$ cat config.mk
export PLATFORM = sky130hd
export DESIGN_NAME = mem_port_arbiter
export DESIGN_NICKNAME = d
export VERILOG_FILES = /design/src/rtl/mem_port_arbiter.sv
export SDC_FILE = /design/constraint.sdc
export NUM_CORES = 1
export LEC_CHECK = 0
export BUFFER_PORTS_ARGS = -buffer_cell sky130_fd_sc_hd__buf_2
export CORE_UTILIZATION = 25
export CTS_CLUSTER_DIAMETER = 50
export DETAILED_ROUTE_END_ITERATION = 8
export GPL_TIMING_DRIVEN = 0
export HOLD_SLACK_MARGIN = 0.08
export PLACE_DENSITY = 0.5
export SETUP_SLACK_MARGIN = 0.2
export SLEW_MARGIN = 25
export SYNTH_ARGS = -nofsm -noshare
export SYNTH_HDL_FRONTEND = slang
export SYNTH_SLANG_ARGS = --single-unit
$ cat constraint.sdc
create_clock -name clk -period 2.8 [get_ports clk]
set_input_delay 0.56 -clock clk [delete_from_list [all_inputs] [get_ports clk]]
set_output_delay 0.56 -clock clk [all_outputs]
set_load 0.005 [all_outputs]
$ cat src/rtl/mem_port_arbiter.sv
// mem_port_arbiter: shares one single-port memory between a CPU port and a
// DMA/program-loader port. It serializes accesses, drives the memory strobes,
// waits out the fixed read latency and returns per-port read data plus a
// one-cycle completion ack. The CPU has priority. A starvation counter forces
// a DMA win after STARVE_MAX consecutive CPU wins over a pending DMA request.
//
// Ports:
//   clk, reset                       clock, async active-high reset
//   cpu_req/we/addr/wdata            CPU request (req held until cpu_ack)
//   cpu_ack, cpu_rdata               CPU completion pulse, held read data
//   dma_req/we/addr/wdata            DMA request (req held until dma_ack)
//   dma_ack, dma_rdata               DMA completion pulse, held read data
//   mem_re, mem_we                   memory read / write strobes
//   mem_addr, mem_wdata, mem_rdata   memory address, write data, read data
//   busy                             high whenever not IDLE
//   owner                            0 = CPU, 1 = DMA (current/last txn)
module mem_port_arbiter #(
    parameter int unsigned DW         = 16,
    parameter int unsigned AW         = 16,
    parameter int unsigned MEM_LAT    = 1,
    parameter int unsigned STARVE_MAX = 4
) (
    input  logic          clk,
    input  logic          reset,
    input  logic          cpu_req,
    input  logic          cpu_we,
    input  logic [AW-1:0] cpu_addr,
    input  logic [DW-1:0] cpu_wdata,
    output logic          cpu_ack,
    output logic [DW-1:0] cpu_rdata,
    input  logic          dma_req,
    input  logic          dma_we,
    input  logic [AW-1:0] dma_addr,
    input  logic [DW-1:0] dma_wdata,
    output logic          dma_ack,
    output logic [DW-1:0] dma_rdata,
    output logic          mem_re,
    output logic          mem_we,
    output logic [AW-1:0] mem_addr,
    output logic [DW-1:0] mem_wdata,
    input  logic [DW-1:0] mem_rdata,
    output logic          busy,
    output logic          owner
);

    localparam int unsigned CW = 4;

    typedef enum logic [1:0] {
        IDLE  = 2'd0,
        ISSUE = 2'd1,
        WAIT  = 2'd2,
        ACK   = 2'd3
    } state_t;

    state_t        state, state_d;
    logic [CW-1:0] lat_cnt, lat_cnt_d;
    logic [CW-1:0] starve_cnt, starve_cnt_d;
    logic          txn_we, txn_we_d;
    logic          dma_win;

    logic          mem_re_d, mem_we_d, cpu_ack_d, dma_ack_d, busy_d, owner_d;
    logic [AW-1:0] mem_addr_d;
    logic [DW-1:0] mem_wdata_d, cpu_rdata_d, dma_rdata_d;

    // State and registered outputs
    always_ff @(posedge clk or posedge reset) begin
        if (reset) begin
            state      <= IDLE;
            lat_cnt    <= '0;
            starve_cnt <= '0;
            txn_we     <= 1'b0;
            mem_re     <= 1'b0;
            mem_we     <= 1'b0;
            cpu_ack    <= 1'b0;
            dma_ack    <= 1'b0;
            busy       <= 1'b0;
            owner      <= 1'b0;
            mem_addr   <= '0;
            mem_wdata  <= '0;
            cpu_rdata  <= '0;
            dma_rdata  <= '0;
        end else begin
            state      <= state_d;
            lat_cnt    <= lat_cnt_d;
            starve_cnt <= starve_cnt_d;
            txn_we     <= txn_we_d;
            mem_re     <= mem_re_d;
            mem_we     <= mem_we_d;
            cpu_ack    <= cpu_ack_d;
            dma_ack    <= dma_ack_d;
            busy       <= busy_d;
            owner      <= owner_d;
            mem_addr   <= mem_addr_d;
            mem_wdata  <= mem_wdata_d;
            cpu_rdata  <= cpu_rdata_d;
            dma_rdata  <= dma_rdata_d;
        end
    end

    // Next state and next values of all registered outputs
    always_comb begin
        state_d      = state;
        lat_cnt_d    = lat_cnt;
        starve_cnt_d = starve_cnt;
        txn_we_d     = txn_we;
        mem_re_d     = 1'b0;
        mem_we_d     = 1'b0;
        cpu_ack_d    = 1'b0;
        dma_ack_d    = 1'b0;
        owner_d      = owner;
        mem_addr_d   = mem_addr;
        mem_wdata_d  = mem_wdata;
        cpu_rdata_d  = cpu_rdata;
        dma_rdata_d  = dma_rdata;
        dma_win      = dma_req && (!cpu_req || (starve_cnt == CW'(STARVE_MAX)));

        unique case (state)
            IDLE: begin
                // A CPU win over a pending DMA implies starve_cnt < STARVE_MAX,
                // so the increment never passes the saturation value.
                if (cpu_req && dma_req && !dma_win) begin
                    starve_cnt_d = starve_cnt + CW'(1);
                end else begin
                    starve_cnt_d = '0;
                end
                if (cpu_req || dma_req) begin
                    state_d     = ISSUE;
                    owner_d     = dma_win;
                    txn_we_d    = dma_win ? dma_we    : cpu_we;
                    mem_addr_d  = dma_win ? dma_addr  : cpu_addr;
                    mem_wdata_d = dma_win ? dma_wdata : cpu_wdata;
                    // Strobe is registered, so it is high during ISSUE
                    mem_re_d    = !txn_we_d;
                    mem_we_d    = txn_we_d;
                end
            end
            ISSUE: begin
                lat_cnt_d = CW'(MEM_LAT);
                state_d   = WAIT;
            end
            WAIT: begin
                if (lat_cnt == CW'(1)) begin
                    state_d = ACK;
                    if (!txn_we) begin
                        if (owner) begin
                            dma_rdata_d = mem_rdata;
                        end else begin
                            cpu_rdata_d = mem_rdata;
                        end
                    end
                    if (owner) begin
                        dma_ack_d = 1'b1;
                    end else begin
                        cpu_ack_d = 1'b1;
                    end
                end else begin
                    lat_cnt_d = lat_cnt - CW'(1);
                end
            end
            ACK: begin
                state_d = IDLE;
            end
            default: begin
                state_d = IDLE;
            end
        endcase

        busy_d = (state_d != IDLE);
    end

endmodule

==> impl_metrics.tcl, run 1 <==
set metrics [dict create \
    clk_pin_slew_worst_paths_ns 0.06 \
    fin_tns_setup_ns 0 \
    hold_slack_ns 0.1359 \
    fin_cells 685 \
    dr.pass1.iters 4 \
    synth-main-ff-cell "dfrtp_1" \
    num_vias 3166 \
    ys_ff_latch 81 \
    io_pins 156 \
    area_growth_pct 36.60 \
    worst_clock_skew_ns 0.007292 \
    die_x_um 122.7 \
    syn-cell-area_um2 3641 \
    syn_inst 332 \
    clkLatencyLatePin_ns 0.34 \
    leakage_uw 0.002329 \
    cp.required_ns 3.02 \
    grt_usage 0.1445 \
    finalSetupViolCount 0 \
    place_congestion 0.8222 \
    fin_crit_sh 0.7966 \
    synth-edff-count 0 \
    grt_pass1_wl_um 16640 \
    dieArea_um2 15050 \
    startpoint_type "flip-flop" \
    cp_cell_sequence "inv_1, ha_1, or3b_4, nor4_4, buf_6, mux2_2" \
    hold_violations 0 \
    cpPeakStageDelay_ns 0.43 \
    mostFrequentLayoutCell "buf_2" \
    drive_gt1_frac 0.4266 \
    path_max_fanout 10 \
    holdBufCountCts 0 \
    p_per_area_nw_per_um2 983.5 \
    critical_path_class "reg2reg" \
    cts_buffer_depth 2 \
    postRouteAntennaNets 0 \
    avgSynthCellArea_um2 10.97 \
    cts_tree "yes" \
    worstMarginPinSlew_ns 0.5608 \
    worstSetupEndpointType "flip-flop" \
    ctsResizeCount 0 \
    route.detailed.drc 0 \
    cp_num_buf_inv 2 \
    async_reset_ff_frac 1.000 \
    io_buffer_count 154 \
    grt_pass1_vias 3336 \
    max_slew_margin 0.6236 \
    initial_core_util 0.2593 \
    viasPerCell 4.622 \
    cts_max_level 3 \
    cts_sinks 81 \
    final_nets 593 \
    yosysUniqueCellTypes 39 \
    yosysWarnings 0 \
    arrival_ns 2.45 \
    postCtsSetupBuffers 0 \
    min_path_type "in2async" \
    die_h_um 122.7 \
    drv_cap 0 \
    rows 43 \
    peakVddDrop_mv 0.3467 \
    coreArea_um2 14040 \
    drt_wl_total_um 10170 \
    syn-num-nets 425 \
    ys_seq_area_frac 0.5567 \
    grt_overflow 0 \
    drt_iter0_drc 134 \
    final_max_slew_viol_count 0 \
    cts_made_buffers 9 \
    slowest_stage "or3b_4" \
    cts_root_buf "clkbuf_16" \
    dp.cells 669 \
    fmax_mhz 448.3 \
    cp_top_family "simple AND/OR/NAND/NOR gates" \
    final_cell_mix "156 x buf_2, 81 x dfrtp_1, 70 x nand2_1, 33 x mux2_2" \
    fin_crit_ns 2.231 \
    grt_max_degree 34 \
    grt_antenna_before_repair 1 \
    outcome "finished clean" \
    dp_hpwl_um 7746 \
    wl_per_cell_um 14.85 \
    nFillCells 1447 \
    rsz0062_at_grt "false" \
]
## report_power, final
group          total, uW  switching, uW  internal, uW
clock network       1070            472           594
registers           1970            278          1690
logic               1860            936           919
total               4890           1690          3200
## synth_stat cells, types with 3 or more instances
library cell	count	share of area
mux2_2	33	0.10
and3_1	3	0.0052
ha_1	7	0.024
inv_1	9	0.0093
nor2_1	3	0.0031
nand4_1	32	0.055
o21ai_0	7	0.0096
o211ai_1	32	0.066
dfrtp_1	81	0.56
clkbuf_1	21	0.022
nand2_1	70	0.072
## metal layers
| layer | part of all wire | global-route usage |
|---|---|---|
| met5 | 0 | 0 |
| met4 | 0.018 | 0.06402 |
| met3 | 0.088 | 0.04833 |
| met2 | 0.44 | 0.2282 |
| met1 | 0.45 | 0.1781 |
## final cells by class
type	count	area, um2	area share
Clock inverter	5	33.78	0.006792
Multi-Input combinational cell	217	1473	0.2961
Inverter	9	37.54	0.007547
Sequential cell	81	2027	0.4075
Antenna cell	1	2.502	0.0005031
Tap cell	180	225.2	0.04528
Timing Repair Buffer	157	838.3	0.1686
Clock buffer	10	229.0	0.04604
Buffer	25	107.6	0.02164
## kinds of logic (layout without fill, tap and decap cells)
family	after synthesis	after routing	share of synthesized area
flops	81	81	0.5567
fa+ha+maj	7	7	0.02405
buf+inv	34	206	0.03883
compound gates	52	52	0.1024
simple gates	123	123	0.1704
mux	35	35	0.1076
other cells	0	1	0
## final timing paths
path,startpoint,endpoint,slack (ns),cells after the start
worst max-delay path,lat_cnt[1],cpu_rdata[1],0.57,6
worst min-delay path,reset,mem_wdata[1],0.14,2
worst max register to register,lat_cnt[1],cpu_rdata[1],0.57,6
worst min register to register,mem_wdata[4],mem_wdata[4],0.49,2
max in group asynchronous,reset,mem_addr[8],2.10,4
min in group clk,mem_rdata[13],dma_rdata[13],0.47,2
## registers in the layout, indices dropped and copies added (netlist names), 2 cells and up
| register | flops |
|---|---|
| mem_wdata | 16 |
| cpu_rdata | 16 |
| state | 2 |
| dma_rdata | 16 |
| mem_addr | 16 |
| lat_cnt | 4 |
| starve_cnt | 4 |
## stage by stage
stage / area [um2] / util / total power, uW / setup WS (ns)
after floorplan: 3645 / - / 3013 / 0.8206
after global placement: 4641 / 0.3305 / 3829 / 0.5570
after detailed placement: 4708 / 0.3353 / 3892 / 0.5509
after CTS: 4971 / 0.3540 / 5000 / 0.5451
after global routing: 4971 / 0.3540 / 5334 / 0.3908
final: 4974 / 0.3542 / 4891 / 0.5694
No activity file was read; power rests on OpenSTA's default activity.
==> run 2, diff against run 1 <==
Settings changed: ABC_AREA set to 1, PLACE_DENSITY 0.5 to 0.49.
Clock period 2.8 ns to 1.9 ns, I/O delays scaled along.
==> run 2 against run 1 <==
  * Via count is 15% higher
  * Final area is 9.0% higher
  * Flip-flop and latch count unchanged
  * Largest power group unchanged
  * Largest cell class unchanged
==> impl_metrics.tcl, run 2 <==
set metrics [dict create \
    rsz0062_at_grt "false" \
    place_congestion 0.7479 \
    min_path_type "in2async" \
    fin_crit_ns 1.553 \
    async_reset_ff_frac 1.000 \
    crit_top_cell "inv_2" \
    cts_made_buffers 9 \
    synth_top_area_cell "dfrtp_1" \
    final_cell_mix "155 x buf_2, 135 x nand2_1, 93 x inv_1, 81 x dfrtp_1, 76 x nand3_1" \
    grt_pass1_wl_um 17410 \
    switchingPower_uw 2673 \
    io_pins 156 \
    clkLatencyLatePin_ns 0.34 \
    ys_seq_area_frac 0.5069 \
    dp_hpwl_um 8059 \
    slowest_stage "dfrtp_1" \
    cts_root_buf "clkbuf_16" \
    leakage_uw 0.003106 \
    internal_power_uw 4870 \
    worstMarginPinSlew_ns 0.6373 \
    critical_path_class "reg2reg" \
    area_growth_pct 35.58 \
    synth_common_cells "135 x nand2_1, 95 x inv_1, 81 x dfrtp_1" \
    avgSynthCellArea_um2 8.111 \
    nFillCells 1696 \
    max_slew_margin 0.5742 \
    ys_ff_latch 81 \
    worst_clock_skew_ns 0.005233 \
    grt_overflow 0 \
    fin_tns_setup_ns 0 \
    worstSetupEndpointType "flip-flop" \
    arrival_ns 1.80 \
    syn-num-nets 586 \
    synthTopCellsByArea "dfrtp_1 51%, nand2_1 13%, nand3_1 9.5%, inv_1 8.9%, ha_1 2.2%" \
    cp.required_ns 2.14 \
    yosysUniqueCellTypes 28 \
    dr.pass1.iters 4 \
    dieArea_um2 16500 \
    final_max_slew_viol_count 0 \
    synth-main-ff-cell "dfrtp_1" \
    cpPeakStageDelay_ns 0.39 \
    grt_antenna_before_repair 0 \
    startpoint_type "flip-flop" \
    grt_max_degree 32 \
    switching_share 0.3544 \
    synth-edff-count 0 \
    hold_violations 0 \
    yosysMostFrequentCell "nand2_1" \
    cts_buffer_depth 2 \
    fin_crit_sh 0.8176 \
    antenna_cells 0 \
    yosysWarnings 0 \
    postRouteAntennaNets 0 \
    fmax_mhz 643.7 \
    io_buffer_count 154 \
    cp_cell_sequence "inv_2, ha_1, buf_4, inv_2, nor2_4, buf_12, inv_4, buf_6, a21oi_1" \
    grt_usage 0.1350 \
    route.detailed.drc 0 \
    grt_pass1_vias 3548 \
    die_x_um 128.5 \
    viasPerCell 4.165 \
    fin_cells 877 \
    cts_tree "yes" \
    initial_core_util 0.2592 \
    drt_iter0_drc 111 \
    cts_max_level 3 \
    pwr-share-comb 0.378 \
    drt_wl_total_um 10570 \
    mostFrequentLayoutCell "buf_2" \
    p_per_area_nw_per_um2 1391 \
    synth.top_cell.area_share 0.5069 \
    holdBufCountCts 0 \
    rows 45 \
    clock_power_share 0.237 \
    cts_sinks 81 \
    pwr-share-seq 0.384 \
    num_vias 3653 \
    path_max_fanout 10 \
    wl_per_cell_um 12.05 \
    outcome "finished clean" \
    syn-cell-area_um2 3999 \
    peakVddDrop_mv 0.4789 \
    dp.cells 860 \
    die_h_um 128.5 \
    final_nets 754 \
    coreArea_um2 15430 \
    clk_pin_slew_worst_paths_ns 0.06 \
    finish.utilization 0.3514 \
    syn_inst 493 \
    drv_cap 0 \
    hold_slack_ns 0.1222 \
    drive_gt1_frac 0.3303 \
    finalSetupViolCount 0 \
]
-- run 2: cell types whose count changed in the layout (fill, tap and decap cells not counted), sizes merged, moves of 15 or more --
cell and change:
nand2 +67, o211ai -32, nand4 -31, mux2 -33
nand3 +75, inv +88, nor2 +23, a21oi +15
-- run 2: metal layers --
layer,vias to the layer above,track usage,wire length [um],share of wire
met1,1668,0.1763,5088,0.48
met3,14,0.03701,648,0.061
met4,0,0.04567,146,0.014
met5,-,0,0,0
li1,1843,-,-,-
met2,128,0.2153,4683,0.44
-- run 2: cell type report --
type	count	area (um2)	area share
inverters	97	370.4	0.06831
well taps	211	264.0	0.04870
repair buffers	157	830.8	0.1532
clock buffers	11	252.7	0.04662
plain buffers	23	191.4	0.03531
multi-input cells	292	1431	0.2640
flip-flops and latches	81	2027	0.3739
clock inverters	5	53.80	0.009924
-- run 2: cell families (layout without fill, tap and decap cells) --
group,after synthesis,in the layout,share of synthesized area
flip-flops,81,81,0.5069
AO/OA/AOI/OAI,39,39,0.06133
adder cells (fa/ha/maj),7,7,0.02190
XOR/XNOR,3,3,0.006572
AND/OR/NAND/NOR,243,243,0.2663
buffers and inverters,120,293,0.1370
-- run 2: through the flow --
step,area [um2],setup slack (ns),total power [uW]
finish,5421,0.3465,7543
global route,5421,0.2196,8194
CTS,5406,0.2760,7660
detailed placement,5077,0.1629,5772
global placement,5037,-0.04160,5704
floorplan,4003,0.5034,4491
-- run 2: timing repair --
item,4_1_cts,5_1_grt
setup buffers,1,0
cloned,0,0
resized for setup,1,7
endpoints found under the setup margin,21,52
pin swaps,1,0
-- run 2: critical path, delay by kind of cell, from the launching register on --
kind | cells | cell delay [ns]
flops | 1 | 0.39
buf+inv | 6 | 0.64
simple gates | 1 | 0.10
fa+ha+maj | 1 | 0.15
compound gates | 1 | 0.18
-- run 2: power groups by stage --
| stage | registers (uW) | clock network [uW] | logic, uW |
|---|---|---|---|
| finish | 2900 | 1790 | 2850 |
| global route | 2990 | 1920 | 3280 |
| CTS | 2900 | 1860 | 2900 |
| detailed placement | 2920 | 0 | 2860 |
| global placement | 2910 | 0 | 2790 |
| floorplan | 2960 | 0 | 1530 |
-- run 2: path summary, 6_finish.rpt --
kind / from / slack, ns / end / depth (start not counted)
max: state[0] / 0.35 / mem_re / 9
max in group asynchronous: reset / 1.01 / lat_cnt[0] / 4
min in group clk: mem_rdata[9] / 0.27 / dma_rdata[9] / 3
min reg2reg: cpu_rdata[9] / 0.48 / cpu_rdata[9] / 2
max reg2reg: state[0] / 0.35 / mem_re / 9
min: reset / 0.12 / mem_addr[12] / 2
